## src/rtl/run_controller.sv

```systemverilog
// Host-side run sequencer: debounces the run key, issues a one-cycle startN pulse,
// then times the processor run until processDone rises or the watchdog expires.
module run_controller #(
    parameter int unsigned DEBOUNCE_CYCLES = 4,
    parameter int unsigned CNT_W           = 32,
    parameter int unsigned TIMEOUT_CYCLES  = 1000000
) (
    input  logic             clk,
    input  logic             rstN,
    input  logic             keyN,
    input  logic             processor_ready,
    input  logic             processDone,
    output logic             startN,
    output logic             busy,
    output logic             done,
    output logic             timeout,
    output logic [CNT_W-1:0] cycle_count
);

    localparam int unsigned     DEB_W    = $clog2(DEBOUNCE_CYCLES + 1);
    localparam logic [DEB_W-1:0] DEB_LAST = DEB_W'(DEBOUNCE_CYCLES - 1);
    localparam logic [CNT_W-1:0] WDOG_VAL = CNT_W'(TIMEOUT_CYCLES);
    localparam logic [CNT_W-1:0] CNT_MAX  = '1;
    localparam bit               WDOG_EN  = (TIMEOUT_CYCLES != 0);

    typedef enum logic [2:0] {
        ST_IDLE,
        ST_WAIT_READY,
        ST_START,
        ST_RUN,
        ST_FINISH,
        ST_TIMEOUT
    } state_t;

    logic             key_meta;
    logic             key_sync;
    logic             key_stable;
    logic [DEB_W-1:0] deb_cnt;
    logic             deb_take_c;
    logic             press_c;
    logic             done_q;
    logic             done_evt_c;

    state_t           state;
    state_t           state_next;
    logic [CNT_W-1:0] count_next;

    // Key synchronizer and debounce filter
    assign deb_take_c = (key_sync != key_stable) && (deb_cnt == DEB_LAST);
    assign press_c    = deb_take_c && key_stable && !key_sync;

    always_ff @(posedge clk or negedge rstN) begin
        if (!rstN) begin
            key_meta   <= 1'b1;
            key_sync   <= 1'b1;
            key_stable <= 1'b1;
            deb_cnt    <= '0;
        end else begin
            key_meta <= keyN;
            key_sync <= key_meta;
            if (key_sync == key_stable) begin
                deb_cnt <= '0;
            end else if (deb_take_c) begin
                key_stable <= key_sync;
                deb_cnt    <= '0;
            end else begin
                deb_cnt <= deb_cnt + DEB_W'(1);
            end
        end
    end

    // Rising edge of processDone
    assign done_evt_c = processDone && !done_q;

    always_ff @(posedge clk or negedge rstN) begin
        if (!rstN) begin
            done_q <= 1'b0;
        end else begin
            done_q <= processDone;
        end
    end

    // Next-state and run counter logic
    always_comb begin
        state_next = state;
        count_next = cycle_count;
        case (state)
            ST_IDLE: begin
                if (press_c) state_next = ST_WAIT_READY;
            end
            ST_WAIT_READY: begin
                if (processor_ready) state_next = ST_START;
            end
            ST_START: begin
                count_next = '0;
                state_next = ST_RUN;
            end
            ST_RUN: begin
                if (done_evt_c) begin
                    state_next = ST_FINISH;
                end else if (WDOG_EN && (cycle_count == WDOG_VAL)) begin
                    state_next = ST_TIMEOUT;
                end else if (cycle_count != CNT_MAX) begin
                    count_next = cycle_count + CNT_W'(1);
                end
            end
            ST_FINISH, ST_TIMEOUT: begin
                if (press_c) state_next = ST_WAIT_READY;
            end
            default: state_next = ST_IDLE;
        endcase
    end

    // State register; outputs registered from the next state so they align with it
    always_ff @(posedge clk or negedge rstN) begin
        if (!rstN) begin
            state       <= ST_IDLE;
            startN      <= 1'b1;
            busy        <= 1'b0;
            done        <= 1'b0;
            timeout     <= 1'b0;
            cycle_count <= '0;
        end else begin
            state       <= state_next;
            startN      <= (state_next != ST_START);
            busy        <= (state_next == ST_WAIT_READY) || (state_next == ST_START) ||
                           (state_next == ST_RUN);
            done        <= (state_next == ST_FINISH);
            timeout     <= (state_next == ST_TIMEOUT);
            cycle_count <= count_next;
        end
    end

endmodule
```

## config.mk

```make
export PLATFORM = sky130hd
export DESIGN_NAME = run_controller
export DESIGN_NICKNAME = d
export VERILOG_FILES = /design/src/rtl/run_controller.sv
export SDC_FILE = /design/constraint.sdc
export NUM_CORES = 1
export LEC_CHECK = 0
export CAP_MARGIN = 20
export CELL_PAD_IN_SITES_DETAIL_PLACEMENT = 0
export CELL_PAD_IN_SITES_GLOBAL_PLACEMENT = 1
export CORE_MARGIN = 1.5
export CORE_UTILIZATION = 44
export DETAILED_ROUTE_END_ITERATION = 10
export GPL_ROUTABILITY_DRIVEN = 0
export PLACE_DENSITY = 0.87
export SYNTH_ARGS = -nofsm -noshare
export SYNTH_HDL_FRONTEND = slang
export SYNTH_SLANG_ARGS = --single-unit
```

## constraint.sdc

```tcl
create_clock -name clk -period 4.91 [get_ports clk]
set_clock_uncertainty 0.1 [all_clocks]
set_input_delay 0.982 -clock clk [delete_from_list [all_inputs] [get_ports clk]]
set_output_delay 0.982 -clock clk [all_outputs]
set_load 0.02 [all_outputs]
```

== Word-level counts from Yosys, hierarchy flattened ==
Cells that the tools add are included.

* Memories kept: 0
* Flip-flop bits (word level): 46
* Bits of input ports: 5
* Memory bits (read-only): 0
* Memory bits (writable): 0
* Bits in latches: 0

* Bitwise gates (word level): 1
* Reduce and logical (&&, ||, !) cells: 13
* Multiply operators: 0
* Div/mod/pow operators: 0
* Equal/unequal tests: 19
* Shift operators: 0
* Multiplexer cells: 11
* $add $sub $neg: 2
* Magnitude comparators: 0

{| class="wikitable"
|+ Operators with widths
! cell !! count
|-
| $mux W32 || 3
|-
| $pmux W32 S2 || 1
|-
| $add A32 B1 Y32 const B || 1
|-
| $eq A32 B20 Y1 const B || 1
|-
| $ne A32 B32 Y1 const B || 1
|-
| $mux W3 || 6
|-
| $eq A3 B2 Y1 const B || 5
|-
| $eq A3 B3 Y1 const B || 4
|-
| $pmux W3 S4 || 1
|-
| $eq A3 B1 Y1 const B || 2
|-
| $ne A2 B2 Y1 const B || 3
|-
| $logic_and A1 B1 Y1 || 4
|-
| $reduce_and A4 Y1 || 1
|-
| $add A3 B1 Y3 const B || 1
|-
| $logic_not A3 Y1 || 1
|-
| $ne A3 B2 Y1 const B || 1
|-
| $reduce_or A3 Y1 || 1
|-
| $logic_not A1 Y1 || 2
|-
| $logic_or A1 B1 Y1 || 2
|-
| $reduce_and A2 Y1 || 1
|-
| $reduce_bool A2 Y1 || 1
|-
| $eq A1 B1 Y1 || 1
|-
| $ne A1 B1 Y1 || 1
|-
| $not A1 Y1 || 1
|}

== Depth between registers and ports, before layout ==
* Depth after elaboration: 9
* Depth in mapped cells: 10

== Worst setup path after synthesis ==
Ideal clock, no wire load.

* Path type: input to register
* Start point: input processDone
* End point: register cycle_count[30]
* Path slack: 2450 ps
* Path buffers: 1
* Stages: 7
* Arrival: 2273 ps
* Path through: nor2b_1 > nand2_1 > o41ai_1 > buf_2 > or3_1 > or4_1 > o211ai_1

* Longest elaborated chain between the ends: 3

{| class="wikitable"
|+ Ends and longest elaborated chain
! what !! RTL line !! RTL
|-
| start: declaration || 12 || <nowiki>input logic processDone,</nowiki>
|-
| $logic_and A1 B1 Y1 || 73 || <nowiki>assign done_evt_c = processDone && !done_q;</nowiki>
|-
| $ne A2 B2 Y1 (no line) || -- ||
|-
| $reduce_and A4 Y1 (no line) || -- ||
|-
| end signal: assignment || 130 || <nowiki>cycle_count <= count_next;</nowiki>
|-
| end: declaration || 17 || <nowiki>output logic [CNT_W-1:0] cycle_count</nowiki>
|}

No other way between the ends.
A chain may end at the register's enable or synchronous reset.

== Final worst setup path ==
* Start point: input processDone
* End point: register cycle_count[31]

Same word-level chain as after synthesis.

==> impl_metrics.csv <==
group,metric,value,unit
run_status,status,"finished, final reports clean",
setup_path,r2r_slack,2.06,ns
clock_tree,cts_resized,0,
sta,tightest_slew,1.03,ns
detailed_routing,vias_per_cell,5.94,
power,max-vdd-ir-drop,0.000219,V
clock_tree,cts_tree,"yes",
finish,antenna_cells,0,
logic_synthesis,ys_seq_elements,46,
place,post-dp-hpwl,4490,um
finish,syn_to_final_growth,20.1,%
die,core_area,0.00585,mm^2
sta,slew_headroom,31.6,%
logic_synthesis,synth_cell_types,51,
finish,final_layout_size_suffix_gt1_share,7.93,%
grt,grt_max_degree,47,
setup_path,crit_end,"cycle_count[31]",
detailed_routing,routed_wl,6660,um
logic_synthesis,synthTopCellsByArea,"dfrtp_1, nand2_1, nand3_1",
detailed_routing,firstDrtPassIters,4,
power,power_frac_seq,42.6,%
setup_path,arrival,3.09,ns
clock_tree,clockBufferDepth,2,
logic_synthesis,syn-cell-area,0.00264,mm^2
power,p_int,0.000875,W
min_path,holdCritPathClass,"reg -> reg",
logic_synthesis,yosysSeqAreaShare,43.8,%
clock_tree,root_buffer,"clkbuf_8",
sta,maxSlewViolCount,0,
clock_tree,cts_buffers,5,
sta,fmax,0.337,GHz
power,power_frac_comb,41.9,%
setup_path,startpoint,"processDone",
power,clkPwrFrac,15.4,%
power,swShare,44.4,%
place,portBuffers,40,
sta,holdWs,0.264,ns
grt,grt_pass1_wl,11200,um
finish,layout.cells.non_filler,403,
detailed_routing,vias,2393,
logic_synthesis,synth_top_area_share,39.8,%
die,start_util,45.1,%
setup_path,cp-start-kind,"primary input",
logic_synthesis,ys_warn_count,0,
power,netSwitchingPower,0.000700,W
clock_tree,post_cts_buffers,0,
logic_synthesis,netlist_instances,294,
sta,rsz0062_at_grt,"no",
detailed_routing,drcViolationCount,0,
setup_path,r2r_cells,6,
logic_synthesis,synth.largest_area_cell,"dfrtp_1",
place,dpl.cell_count,394,
grt,busiest_layer,"met2",
sta,post-route-period-util,60.4,%
sta,fin_setup_tns,0,ns
clock_tree,cts_hold_buf,0,
run,maxCapViolations,0,
place,detailed_place.area,0.00306,mm^2
clock_tree,clock-sinks,46,
grt,use_met1,32.1,%
clock_tree,cts_max_level,2,
grt,grt_pass1_vias,2185,
die,die_x,80.4,um
detailed_routing,drt_iter0_markers,150,
power,cellLeakagePower,1.19,nW
sta,hold_viol_final,0,
power,p_per_area,497,mW/mm^2
logic_synthesis,ys.flop_type,"dfrtp_1",
setup_path,rr_startpoint,"state[0]",
grt,grt_use_total,22.4,%
setup_path,worst_setup_path_end_kind,"register",
finish,final_nets,335,
sta,setup_viol,0,
die,rows,28,
grt,gr-total-overflow,0,
detailed_routing,detail_route.wl_per_cell,16.5,um
die,io_pins,41,
logic_synthesis,syn_area_per_cell,8.97,um^2
setup_path,critical_path_class,"in -> reg",
grt,met2_usage,34.8,%
die,die_height,80.4,um
setup_path,r2r-end,"cycle_count[22]",
sta,fin_crit,2.97,ns
setup_path,cp.required,5.04,ns
clock_tree,clk_latency,0.31,ns
min_path,worstHoldStart,"key_meta",
detailed_routing,postRouteAntennaNets,0,
logic_synthesis,postSynth.asyncResetShare,100,%
die,dieArea,0.00647,mm^2
grt,grt.met3_usage,4.32,%
setup_path,crit_fanout,12,
logic_synthesis,synth_edf_count,0,
clock_tree,clk_pin_slew_worst_paths,0.09,ns
logic_synthesis,syn-num-nets,302,
grt,antenna_found_initial,0,
finish,fin_area,0.00317,mm^2
## final cells by class
type | instances | area, um^2
Sequential cell | 46 | 1160
Fill cell | 578 | 2680
Inverter | 13 | 48.8
Clock inverter | 3 | 23.8
Timing Repair Buffer | 42 | 423
Tap cell | 75 | 93.8
Multi-Input combinational cell | 219 | 1350
Clock buffer | 5 | 68.8
## registers in the layout, indices dropped and copies added, names as in the netlist
| name | count |
|---|---|
| key_sync | 1 |
| timeout | 1 |
| deb_cnt | 3 |
| startN | 1 |
| done | 1 |
| key_meta | 1 |
| key_stable | 1 |
| done_q | 1 |
| cycle_count | 32 |
| busy | 1 |
| state | 3 |
## kinds of logic after synthesis
kind of cell | after synthesis | share of synthesized area (%)
DFF | 46 | 43.8
xor gates and xnor gates | 1 | 0.332
adders and majority gates | 3 | 1.42
AOI/OAI and AO/OA | 59 | 15.4
and+or+nand+nor | 154 | 33.3
buffers and inverters | 29 | 4.84
muxes | 2 | 0.854
## per-layer routing
metal	wire length [um]	share of wire [%]
met4	64	0.96
met3	275	4.1
met5	0	0
met1	3250	49
met2	3070	46
## cell usage after synthesis (all sizes together), types with 9 or more instances
cell    count
or4        13
nor3        9
nand2      36
dfrtp      42
clkbuf     10
nand4      11
nand3      23
o211ai     13
nor2       14
or3        10
o21ai      12
inv        13
a21oi       9
## power groups by stage
stage / combinational, W / sequential [W] / clock, W
after floorplan: 0.000369 / 0.000692 / 0
after global placement: 0.000653 / 0.000674 / 0
after detailed placement: 0.000667 / 0.000676 / 0
after CTS: 0.000668 / 0.000670 / 0.000251
after global routing: 0.000734 / 0.000694 / 0.000265
final: 0.000661 / 0.000671 / 0.000243
## worst min path at each step
stage                     to  slack [ns]  cells past startpoint
CTS                 key_sync        0.26                      0
floorplan           key_sync        0.25                      0
detailed placement  key_sync        0.25                      0
global route        key_sync        0.26                      0
global placement    key_sync        0.25                      0
finish              key_sync        0.26                      0
## critical path: stages
cell,delay [ns]
clkdlybuf4s50_1,0.41
nor2b_1,0.16
nand2_1,0.07
o41ai_1,0.09
buf_4,0.18
nand4b_1,0.44
or4_1,0.61
a21oi_1,0.16
## cell usage in the layout (no fill, tap or decap), types with 4 or more instances in the layout
master / instances
a21oi_1: 9
and2_1: 4
clkbuf_8: 5
clkdlybuf4s50_1: 39
dfrtp_1: 42
dfstp_2: 4
inv_1: 13
nand2_1: 36
nand3_1: 23
nand4_1: 10
nor2_1: 14
nor2b_1: 4
nor3_1: 9
nor4_1: 7
nor4b_1: 4
o211ai_1: 13
o21ai_0: 10
o311ai_0: 5
or3_1: 10
or4_1: 13
## per-stage QoR
step / util, % / setup WS (ns) / power [W]
finish: 54.1 / 1.94 / 0.00158
global route: 54.1 / 1.78 / 0.00169
CTS: 53.8 / 1.99 / 0.00159
detailed placement: 52.2 / 1.65 / 0.00134
global placement: 52.2 / 1.73 / 0.00133
floorplan: - / 2.45 / 0.00106
(Power assumes the default switching activity.)
